`src/rtl/ldpc_decode_ctrl.sv`:
```
// Min-sum LDPC decode sequencer: LLR load, check/variable phase alternation, per-iteration decision.
// Latency: start->init_en 1 cycle, last init_ack->chk_start 1, &var_done->decision_down 1, decision->done 1.
// Backpressure: each phase waits on node handshakes; a per-phase watchdog bounds every wait.
module ldpc_decode_ctrl #(
    parameter int N_VAR    = 8,
    parameter int N_CHK    = 4,
    parameter int MAX_ITER = 10,
    parameter int ITER_W   = 8,
    parameter int TIMEOUT  = 1023
) (
    input  logic              clk,
    input  logic              rst,
    input  logic              start,
    input  logic [N_VAR-1:0]  init_ack,
    input  logic [N_CHK-1:0]  chk_done,
    input  logic [N_VAR-1:0]  var_done,
    input  logic              syndrome_ok,
    output logic              init_en,
    output logic              chk_start,
    output logic              decision_down,
    output logic              decoder_down,
    output logic              busy,
    output logic              done,
    output logic              success,
    output logic              timeout_err,
    output logic [ITER_W-1:0] iter_cnt
);

    localparam int                WD_W      = $clog2(TIMEOUT + 1);
    localparam logic [ITER_W-1:0] ITER_LAST = ITER_W'(MAX_ITER - 1);
    localparam logic [ITER_W-1:0] ITER_MAX  = ITER_W'(MAX_ITER);
    localparam logic [WD_W-1:0]   WD_LAST   = WD_W'(TIMEOUT - 1);

    typedef enum logic [2:0] {
        IDLE,
        LOAD,
        CHK,
        VAR,
        DECIDE,
        FINISH
    } state_t;

    state_t            state;
    logic [N_VAR-1:0]  ack_mask;
    logic [N_VAR-1:0]  mask_nxt;
    logic [WD_W-1:0]   wd_cnt;
    logic              abort;
    logic              wd_hit;
    logic              last_iter;
    logic              term;

    assign mask_nxt  = ack_mask | init_ack;
    assign wd_hit    = (wd_cnt == WD_LAST);
    assign last_iter = (iter_cnt == ITER_LAST);
    assign term      = syndrome_ok | last_iter;

    // DECIDE is the only state that emits the decision handshake; a watchdog abort
    // reuses it so decision_down/decoder_down reach the nodes together.
    assign decision_down = (state == DECIDE);
    assign decoder_down  = decision_down & (abort | term);

    always_ff @(posedge clk) begin
        if (rst) begin
            state       <= IDLE;
            ack_mask    <= '0;
            wd_cnt      <= '0;
            abort       <= 1'b0;
            init_en     <= 1'b0;
            chk_start   <= 1'b0;
            busy        <= 1'b0;
            done        <= 1'b0;
            success     <= 1'b0;
            timeout_err <= 1'b0;
            iter_cnt    <= '0;
        end else begin
            chk_start <= 1'b0;
            done      <= 1'b0;
            wd_cnt    <= wd_cnt + 1'b1;
            case (state)
                IDLE: begin
                    wd_cnt <= '0;
                    if (start) begin
                        iter_cnt    <= '0;
                        success     <= 1'b0;
                        timeout_err <= 1'b0;
                        ack_mask    <= '0;
                        abort       <= 1'b0;
                        busy        <= 1'b1;
                        init_en     <= 1'b1;
                        state       <= LOAD;
                    end
                end
                LOAD: begin
                    ack_mask <= mask_nxt;
                    if (&mask_nxt) begin
                        init_en   <= 1'b0;
                        chk_start <= 1'b1;
                        wd_cnt    <= '0;
                        state     <= CHK;
                    end else if (wd_hit) begin
                        init_en     <= 1'b0;
                        abort       <= 1'b1;
                        timeout_err <= 1'b1;
                        state       <= DECIDE;
                    end
                end
                CHK: begin
                    if (&chk_done) begin
                        wd_cnt <= '0;
                        state  <= VAR;
                    end else if (wd_hit) begin
                        abort       <= 1'b1;
                        timeout_err <= 1'b1;
                        state       <= DECIDE;
                    end
                end
                VAR: begin
                    if (&var_done) begin
                        state <= DECIDE;
                    end else if (wd_hit) begin
                        abort       <= 1'b1;
                        timeout_err <= 1'b1;
                        state       <= DECIDE;
                    end
                end
                DECIDE: begin
                    wd_cnt <= '0;
                    if (abort) begin
                        success <= 1'b0;
                        done    <= 1'b1;
                        busy    <= 1'b0;
                        state   <= FINISH;
                    end else begin
                        if (iter_cnt != ITER_MAX) begin
                            iter_cnt <= iter_cnt + 1'b1;
                        end
                        if (term) begin
                            success <= syndrome_ok;
                            done    <= 1'b1;
                            busy    <= 1'b0;
                            state   <= FINISH;
                        end else begin
                            chk_start <= 1'b1;
                            state     <= CHK;
                        end
                    end
                end
                FINISH: begin
                    wd_cnt <= '0;
                    abort  <= 1'b0;
                    state  <= IDLE;
                end
                default: begin
                    wd_cnt <= '0;
                    state  <= IDLE;
                end
            endcase
        end
    end

endmodule

```
`config.mk`:
```
export PLATFORM = sky130hd
export DESIGN_NAME = ldpc_decode_ctrl
export DESIGN_NICKNAME = d
export VERILOG_FILES = /design/src/rtl/ldpc_decode_ctrl.sv
export SDC_FILE = /design/constraint.sdc
export NUM_CORES = 1
export LEC_CHECK = 0
export ABC_AREA = 1
export BUFFER_PORTS_ARGS = -buffer_cell sky130_fd_sc_hd__buf_2
export CORE_MARGIN = 1
export CORE_UTILIZATION = 50
export DETAILED_ROUTE_END_ITERATION = 16
export PLACE_DENSITY = 0.82
export RECOVER_POWER = 50
export SETUP_SLACK_MARGIN = 0.2
export SYNTH_ARGS = -nofsm -noshare
export SYNTH_HDL_FRONTEND = slang
export SYNTH_SLANG_ARGS = --single-unit
```
`constraint.sdc`:
```
create_clock -name clk -period 4.2 [get_ports clk]
set_input_delay 0.63 -clock clk [delete_from_list [all_inputs] [get_ports clk]]
set_output_delay 0.63 -clock clk [all_outputs]
set_load 0.02 [all_outputs]
```
; ---- After elaboration in Yosys (flattened, before gate mapping)
; Index checks and enable logic that the tools add are counted.
[word_totals]
regBits = 36
input_bits = 24
output_inout_bits = 16
wordCells = 92
[op_classes]
n_addsub = 2
eq_ne = 16
n_mux = 43
bitwise_logic = 5
reduce_logical = 15
[op_table]
columns = operator, count
row1 = $pmux 8 s2, 2
row2 = $pmux 10 s3, 1
row3 = $mux 8, 3
row4 = $mux 1, 21
row5 = $mux 3, 7
row6 = $mux 10, 2
row7 = $reduce_and 8->1, 2
row8 = $pmux 3 s5, 1
row9 = $add 10x1->10 const B, 1
row10 = $eq 10x10->1 const B, 1
row11 = $ne 2x2->1 const B, 5
row12 = $reduce_and 5->1, 2
row13 = $add 8x1->8 const B, 1
row14 = $eq 8x4->1 const B, 1
row15 = $ne 8x4->1 const B, 1
row16 = $or 8x8->8, 1
row17 = $pmux 1 s2, 4
row18 = $reduce_and 4->1, 2
row19 = $eq 3x2->1 const B, 2
row20 = $eq 3x3->1 const B, 2
row21 = $reduce_and 3->1, 2
row22 = $pmux 1 s5, 1
row23 = $reduce_bool 5->1, 1
row24 = $pmux 1 s4, 1
row25 = other kinds (12), 14

; ---- Logic depth before layout (Yosys ltp)
; Gate-level depths: netlist of run 1.
[depth]
depth_word = 5
ltp_mapped = 11
mapped_depth_nobuf = 11

; ---- Worst setup path after synthesis of run 1
; OpenSTA, ideal clock, no wires.
[synth_timing]
kind = reg-to-output
from = reg iter_cnt[0]
to = out decoder_down
arrival_time_ns = 1.258
t_required_ns = 3.570
slack_ns = 2.312
stages_incl_launch_ff = 6
n_path_buf = 0
path_cell_list = dfxtp_1 > ha_1 > nand3_1 > o21ai_0 > nand2_1 > inv_1
[synth_between]
elab_chain_cells = 4
[synth_lines]
columns = item, line
row1 = from (decl), 26  ; output logic [ITER_W-1:0] iter_cnt
row2 = from (signal assigned), 135  ; iter_cnt <= iter_cnt + 1'b1;
row3 = $eq 8x4->1, 54  ; assign last_iter = (iter_cnt == ITER_LAST);
row4 = $or 1x1->1, 55  ; assign term = syndrome_ok | last_iter;
row5 = $or 1x1->1, 60  ; assign decoder_down = decision_down & (abort | term);
row6 = $and 1x1->1, 60
row7 = to (decl), 21  ; output logic decoder_down,
; Every way passes these cells.

; ---- Final worst setup path of run 1
[layout_timing]
from = reg state[2]
to = reg iter_cnt[3]
[layout_between]
elab_chain_cells = 3
word_cells_on_any_way = 8
classes_between = 4 x eq/ne / 1 x mux / 3 x reduce/logical
[layout_lines]
columns = item, line
row1 = from (decl), 43  ; state_t state;
row2 = from (signal assigned), 64  ; state <= IDLE;
row3 = from (signal assigned), 90  ; state <= LOAD;
row4 = from (signal assigned), 99  ; state <= CHK;
row5 = $eq 3x3->1 or $logic_not 3->1 (tied branches), 79  ; case (state)
row6 = "$ne 2x1->1 (no line), or another cell as far along", -
row7 = $reduce_and 4->1 (no line), -
; Parallel ways exist; a longest one is shown, timed or not.
; A chain may end at the register's enable or synchronous reset.

==> metrics, run 1 <==
worst min-delay path class=flop to flop; GRT Residual Overflow=0; wire length of the first global-routing pass=approximately 7000 µm; DRC marker count from the first detailed-route iteration=around 150; type of the setup path with the least slack=flop to flop; total inserted antenna cells=0; starting density of the core=54.13%; final critical-path share of the clock period=between 60% and 70%; Synthesized Nets=308; die height=roughly 63 µm; residual antenna-violating net count after detailed routing=0; worst slack at placement=between 2 and 2.5 ns; number of search-and-repair iterations in the first detailed-routing pass=4; final routed wirelength across all metal layers=3866 µm; port buffer count=39; element type at the critical path start=flop; Reg clk slew, reported paths=0.08 ns; worst path buffer plus inverter count=2; via count=~1800; number of pins with negative max-slew slack in the final report=0; highest cell delay on the worst timing path=approximately 0.93 ns; final setup fails=0; normalized max-slew margin=20.95%; power per cell area=335.0 mW/mm²; final number of hold-violating endpoints=0; Detail Placement HPWL=2921 µm; VDD IR max=around 0.19 mV; TritonCTS clock tree=yes; kind of end point of the critical path=flop; Layout Area Growth over Synthesis=16.25%; master of the slowest instance on the critical path=sky130_fd_sc_hd__o21ai_0; Max-Cap Viols=0; average via count per standard cell=4.949; cell area after synthesis=around 0.0019 mm²; RSZ-0062 raised after global routing=no; Post-synth EDFFs=0; Inserted Clock Buffers=5; number of clock sinks=36; sequential element share of the synthesized area=a little under 40%; post-synthesis instance total=279; quantity of hold-fixing buffers added after cts=0; CP top delay family=compound AO/OA/AOI/OAI gates; Slew @ Worst Pin=1.177 ns; H-tree Lvls=2; Async SR Flop Fraction=0%; root cell of the clock tree=sky130_fd_sc_hd__clkbuf_8; Setup Total Neg Slack=0 ns; pin count of the biggest net entering global routing=16; prevailing post-synth register cell=sky130_fd_sc_hd__dfxtp_1; vias in the first global route=1653; Placement Rows=21; maximum operating frequency=around 360 MHz; Final Skew=0.009755 ns; Leakage Power=0.9536 nW; total die area=0.003974 mm²; number of synthesized register bits=36; number of remaining DRC errors=0; Core Footprint=0.003442 mm²; maximum fanout count along the critical path=12; Final Net Count=351; crit path DAT=2.95 ns; count of different cell masters after synthesis=28; Post-Place Cell Area=0.002096 mm²; width of the die=63.04 µm; initial antenna violation count=0; setup slack of the critical path after layout=1.421 ns; layout cell share with drive strength beyond 1=13.00%; post-layout min period=2.779 ns; Resized cells post-CTS=0; # Post-CTS Setup Buffers=0; wire length per cell=10.48 µm; run status=finished, final reports clean; post-route cell area=0.002166 mm²; Avg Inst Size Synth=6.678 µm²; cell-by-cell trace of the critical path=inv_1, nor2_1, nand2_2, o21ai_0, inv_1, o21ai_0, a21oi_1; number of buffers between clock root and the deepest sink=2; data required time at the worst endpoint=between 4 and 5 ns; clock insertion delay at the later pin of the skew report=approximately 0.29 ns; Final GP Congestion=0.7952; number of primary I/O pins=40; Yosys warnings=0; global router's overall resource usage=21.88%
-- where the power goes --
part,switching (mW),internal (mW)
Combinational,0.0447,0.0245
Sequential,0.00552,0.350
Clock,0.125,0.176
-- stage by stage --
step	instances	utilization [%]	power (mW)	hold WS, ns
after detailed placement	361	60.89	0.4344	0.4493
after CTS	369	64.01	0.7331	0.4603
after global placement	361	60.89	0.4329	0.4456
final	369	62.92	0.7255	0.4622
after floorplan	279	-	0.4121	0.4297
after global routing	369	62.92	0.7570	0.4798
-- worst min-delay path, delay by kind of cell, from the launching register on --
family / cells / cell delay (ns)
and+or+nand+nor: 1 / 0.06
DFF: 1 / 0.31
AOI/OAI and AO/OA: 1 / 0.05
-- per-layer routing --
layer  track usage (%)  wire, µm  vias to the layer above
li1                  -         -                      966
met1             27.10      1780                      806
met2             36.29      1829                       49
met3             6.934       224                        5
met4             5.523        31                        0
met5                 0         0                        -
-- path summary, 6_finish.rpt --
path | startpoint | to | slack (ns) | cells after the start
setup / recovery | state[2] | iter_cnt[3] | 1.42 | 7
hold / removal | busy | busy | 0.46 | 2
setup reg to reg | state[2] | iter_cnt[3] | 1.42 | 7
hold reg to reg | busy | busy | 0.46 | 2
-- flip-flops by register name (all words and copies together), names as in the netlist --
register	count
state	3
done	1
timeout_err	1
wd_cnt	10
ack_mask	8
success	1
busy	1
abort	1
init_en	1
iter_cnt	8
chk_start	1
-- cell families after synthesis --
kind of cell | share of synthesized area, %
xor+xnor | 2.821
buf+inv | 9.939
flops | 38.68
fa+ha+maj | 3.358
simple gates | 34.65
compound gates | 10.54
-- placed cells by master, fill, tap and decap left out, types with 3 or more instances in the layout --
master / n
sky130_fd_sc_hd__a21oi_1: 20
sky130_fd_sc_hd__buf_2: 25
sky130_fd_sc_hd__clkbuf_1: 15
sky130_fd_sc_hd__clkbuf_8: 5
sky130_fd_sc_hd__dfxtp_1: 36
sky130_fd_sc_hd__ha_1: 5
sky130_fd_sc_hd__inv_1: 40
sky130_fd_sc_hd__inv_2: 3
sky130_fd_sc_hd__nand2_1: 69
sky130_fd_sc_hd__nand2_2: 3
sky130_fd_sc_hd__nand3_1: 22
sky130_fd_sc_hd__nand4_1: 6
sky130_fd_sc_hd__nor2_1: 38
sky130_fd_sc_hd__nor3_1: 5
sky130_fd_sc_hd__o21ai_0: 10
sky130_fd_sc_hd__o21ai_1: 4
sky130_fd_sc_hd__xor2_1: 4
-- cells in the mapped netlist (2+ instances only) --
master	n	share of area, %
sky130_fd_sc_hd__nor3_1	5	1.3
sky130_fd_sc_hd__nand3_1	22	5.9
sky130_fd_sc_hd__xor2_1	4	1.9
sky130_fd_sc_hd__or2_2	2	0.67
sky130_fd_sc_hd__o21ai_0	8	2.1
sky130_fd_sc_hd__inv_1	38	7.7
sky130_fd_sc_hd__nand2_1	69	14
sky130_fd_sc_hd__xnor2_1	2	0.94
sky130_fd_sc_hd__a21oi_1	20	5.4
sky130_fd_sc_hd__o21ai_1	5	1.3
sky130_fd_sc_hd__ha_1	5	3.4
sky130_fd_sc_hd__dfxtp_1	36	39
sky130_fd_sc_hd__inv_2	5	1.0
sky130_fd_sc_hd__nand2_2	3	1.0
sky130_fd_sc_hd__nor2_1	37	7.5
sky130_fd_sc_hd__nand4_1	6	2.0
-- layout make-up --
class | instances | area [µm²]
clock buffers | 6 | 72.57
fillers | 341 | 1276
inverters | 44 | 165.2
clock inverters | 2 | 35.03
multi-input cells | 196 | 937.1
repair buffers | 39 | 177.7
flip-flops and latches | 36 | 720.7
well taps | 46 | 57.56
Power figures use the tool's default switching activity.
==> inputs of run 2 (changes only) <==
clock period = 2.7 ns   (was 4.2 ns; I/O delays follow)
==> run 2 against run 1 <==
  * Combinational power is 56% higher
  * Routed wire length is 0.72% higher
  * Utilization is 0.22 points higher
  * Largest power group unchanged
  * Worst hold slack worse by 0.065 ns
  * Clock skew hardly changed
  * Setup slack worse by 0.70 ns
  * Sequential share of layout area is 0.11 points lower
  * Total power is 49% higher
==> metrics, run 2 (synthesis results as in run 1) <==
Worst R2R Start=state[0]; number of search-and-repair iterations in the first detailed-routing pass=4; pin count of the biggest net entering global routing=16; Placement Rows=21; maximum fanout count along the critical path=6; Resized cells post-CTS=0; final number of hold-violating endpoints=0; total die area=0.003974 mm²; element type at the critical path start=flop; most common cell after layout, fill and taps aside=sky130_fd_sc_hd__nand2_1; number of primary I/O pins=40; average via count per standard cell=roughly 5.0; total inserted antenna cells=0; root cell of the clock tree=sky130_fd_sc_hd__clkbuf_8; initial antenna violation count=0; worst min-delay path class=input pin to flop; clock insertion delay at the later pin of the skew report=around 0.29 ns; wire length per cell=10.55 µm; global router's overall resource usage=21.32%; TritonCTS clock tree=yes; final critical-path share of the clock period=73.39%; critical hold path startpoint=syndrome_ok; number of remaining DRC errors=0; power per cell area=496.2 mW/mm²; number of clock sinks=36; met3 Track Usage GR=4.927%; post-layout min period=1.982 ns; layout cell share with drive strength beyond 1=12.69%; final setup fails=0; RSZ-0062 raised after global routing=no; Setup Total Neg Slack=0 ns; number of pins with negative max-slew slack in the final report=0; wire length of the first global-routing pass=6658 µm; starting density of the core=54.13%; hold path endpoint=success; type of the setup path with the least slack=flop to primary output; number of cells on the worst reg-to-reg path=10; endpoint of the worst-slack reg-to-reg timing path=iter_cnt[3]; M2 GR Usage=35.75%; via count=1835; post-route cell area=0.002173 mm²; Top reg by flops=wd_cnt; flip-flop count of the largest register, all copies and words added=10; Max-Cap Viols=0; Final Skew=0.009299 ns; Final GP Congestion=0.8797; VDD IR max=0.2548 mV; # Post-CTS Setup Buffers=0; GRT Max-Usage Layer=met2; Layout Area Growth over Synthesis=16.66%; number of buffers between clock root and the deepest sink=2; DRC marker count from the first detailed-route iteration=155; vias in the first global route=1587; GRT Residual Overflow=0; final routed wirelength across all metal layers=3894 µm; registers with the most flip-flops=wd_cnt (10), ack_mask (8), iter_cnt (8); hold-critical path depth=3; data required time at the worst endpoint=2.30 ns; Leakage Power=0.9558 nW; commonest cells after routing, fill and taps aside=70 x sky130_fd_sc_hd__nand2_1, 40 x sky130_fd_sc_hd__inv_1, 38 x sky130_fd_sc_hd__nor2_1; H-tree Lvls=2; run status=finished, final reports clean; Inserted Clock Buffers=5; Final Net Count=352; residual antenna-violating net count after detailed routing=0; Finished Core Util=63.14%; Detail Placement HPWL=2928 µm; placed cells=362; Reg clk slew, reported paths=0.07 ns; kind of end point of the critical path=primary output; normalized max-slew margin=68.20%; Slew @ Worst Pin=0.4770 ns; maximum operating frequency=504.7 MHz; Core Footprint=0.003442 mm²; port buffer count=39; Post-Place Cell Area=0.002103 mm²; crit path DAT=1.58 ns; final instance count without filler cells=369; quantity of hold-fixing buffers added after cts=0; die height=63.04 µm; setup slack on the worst flop-to-flop path=0.74 ns; width of the die=63.04 µm; global routing usage on met1=about a quarter
-- run 2: final cells by class --
class                   instances  area [µm²]
well taps                      46       57.56
fillers                       348        1269
multi-input cells             196       952.2
inverters                      44       165.2
repair buffers                 40       181.4
flip-flops and latches         36       720.7
clock buffers                   7       96.34
-- run 2: power breakdown --
group          internal (mW)  switching (mW)  leakage, nW
clock                  0.227           0.189       0.0503
combinational         0.0380          0.0705        0.613
sequential             0.545         0.00868        0.292
total                  0.810           0.268        0.956
-- run 2: how the worst max path moves through the flow --
stage          cells after the start            to         from  slack, ns
2_1_floorplan                      5  decoder_down  iter_cnt[0]       1.04
3_3_place_gp                       8   iter_cnt[3]  iter_cnt[0]       1.05
3_5_place_dp                       8   iter_cnt[3]  iter_cnt[0]       1.00
4_1_cts                            6  decoder_down  iter_cnt[0]       0.72
5_1_grt                           10   iter_cnt[3]     state[0]       0.53
6_report                           6  decoder_down  iter_cnt[0]       0.72
-- run 2: metrics by stage --
step | setup WS [ns] | hold slack, ns | power (mW)
global route | 0.5298 | 0.4364 | 1.124
floorplan | 1.037 | 0.4297 | 0.6410
finish | 0.7184 | 0.3971 | 1.078
CTS | 0.7162 | 0.3931 | 1.086
global placement | 1.047 | 0.4361 | 0.6745
detailed placement | 1.005 | 0.4540 | 0.6778
-- run 2: worst max-delay path, stage by stage, from the launching register on --
cell                      delay, ns
sky130_fd_sc_hd__dfxtp_1       0.42
sky130_fd_sc_hd__ha_1          0.18
sky130_fd_sc_hd__nand3_1       0.07
sky130_fd_sc_hd__o21ai_0       0.22
sky130_fd_sc_hd__nand2_1       0.17
sky130_fd_sc_hd__inv_1         0.07
sky130_fd_sc_hd__buf_2         0.15
-- run 2: routing by layer --
| metal | vias up | part of all wire [%] | wire (µm) |
|---|---|---|---|
| li1 | 974 | - | - |
| met1 | 804 | 47 | 1840 |
| met2 | 51 | 46 | 1801 |
| met3 | 6 | 5.1 | 199 |
| met4 | 0 | 1.4 | 53 |
| met5 | - | 0 | 0 |
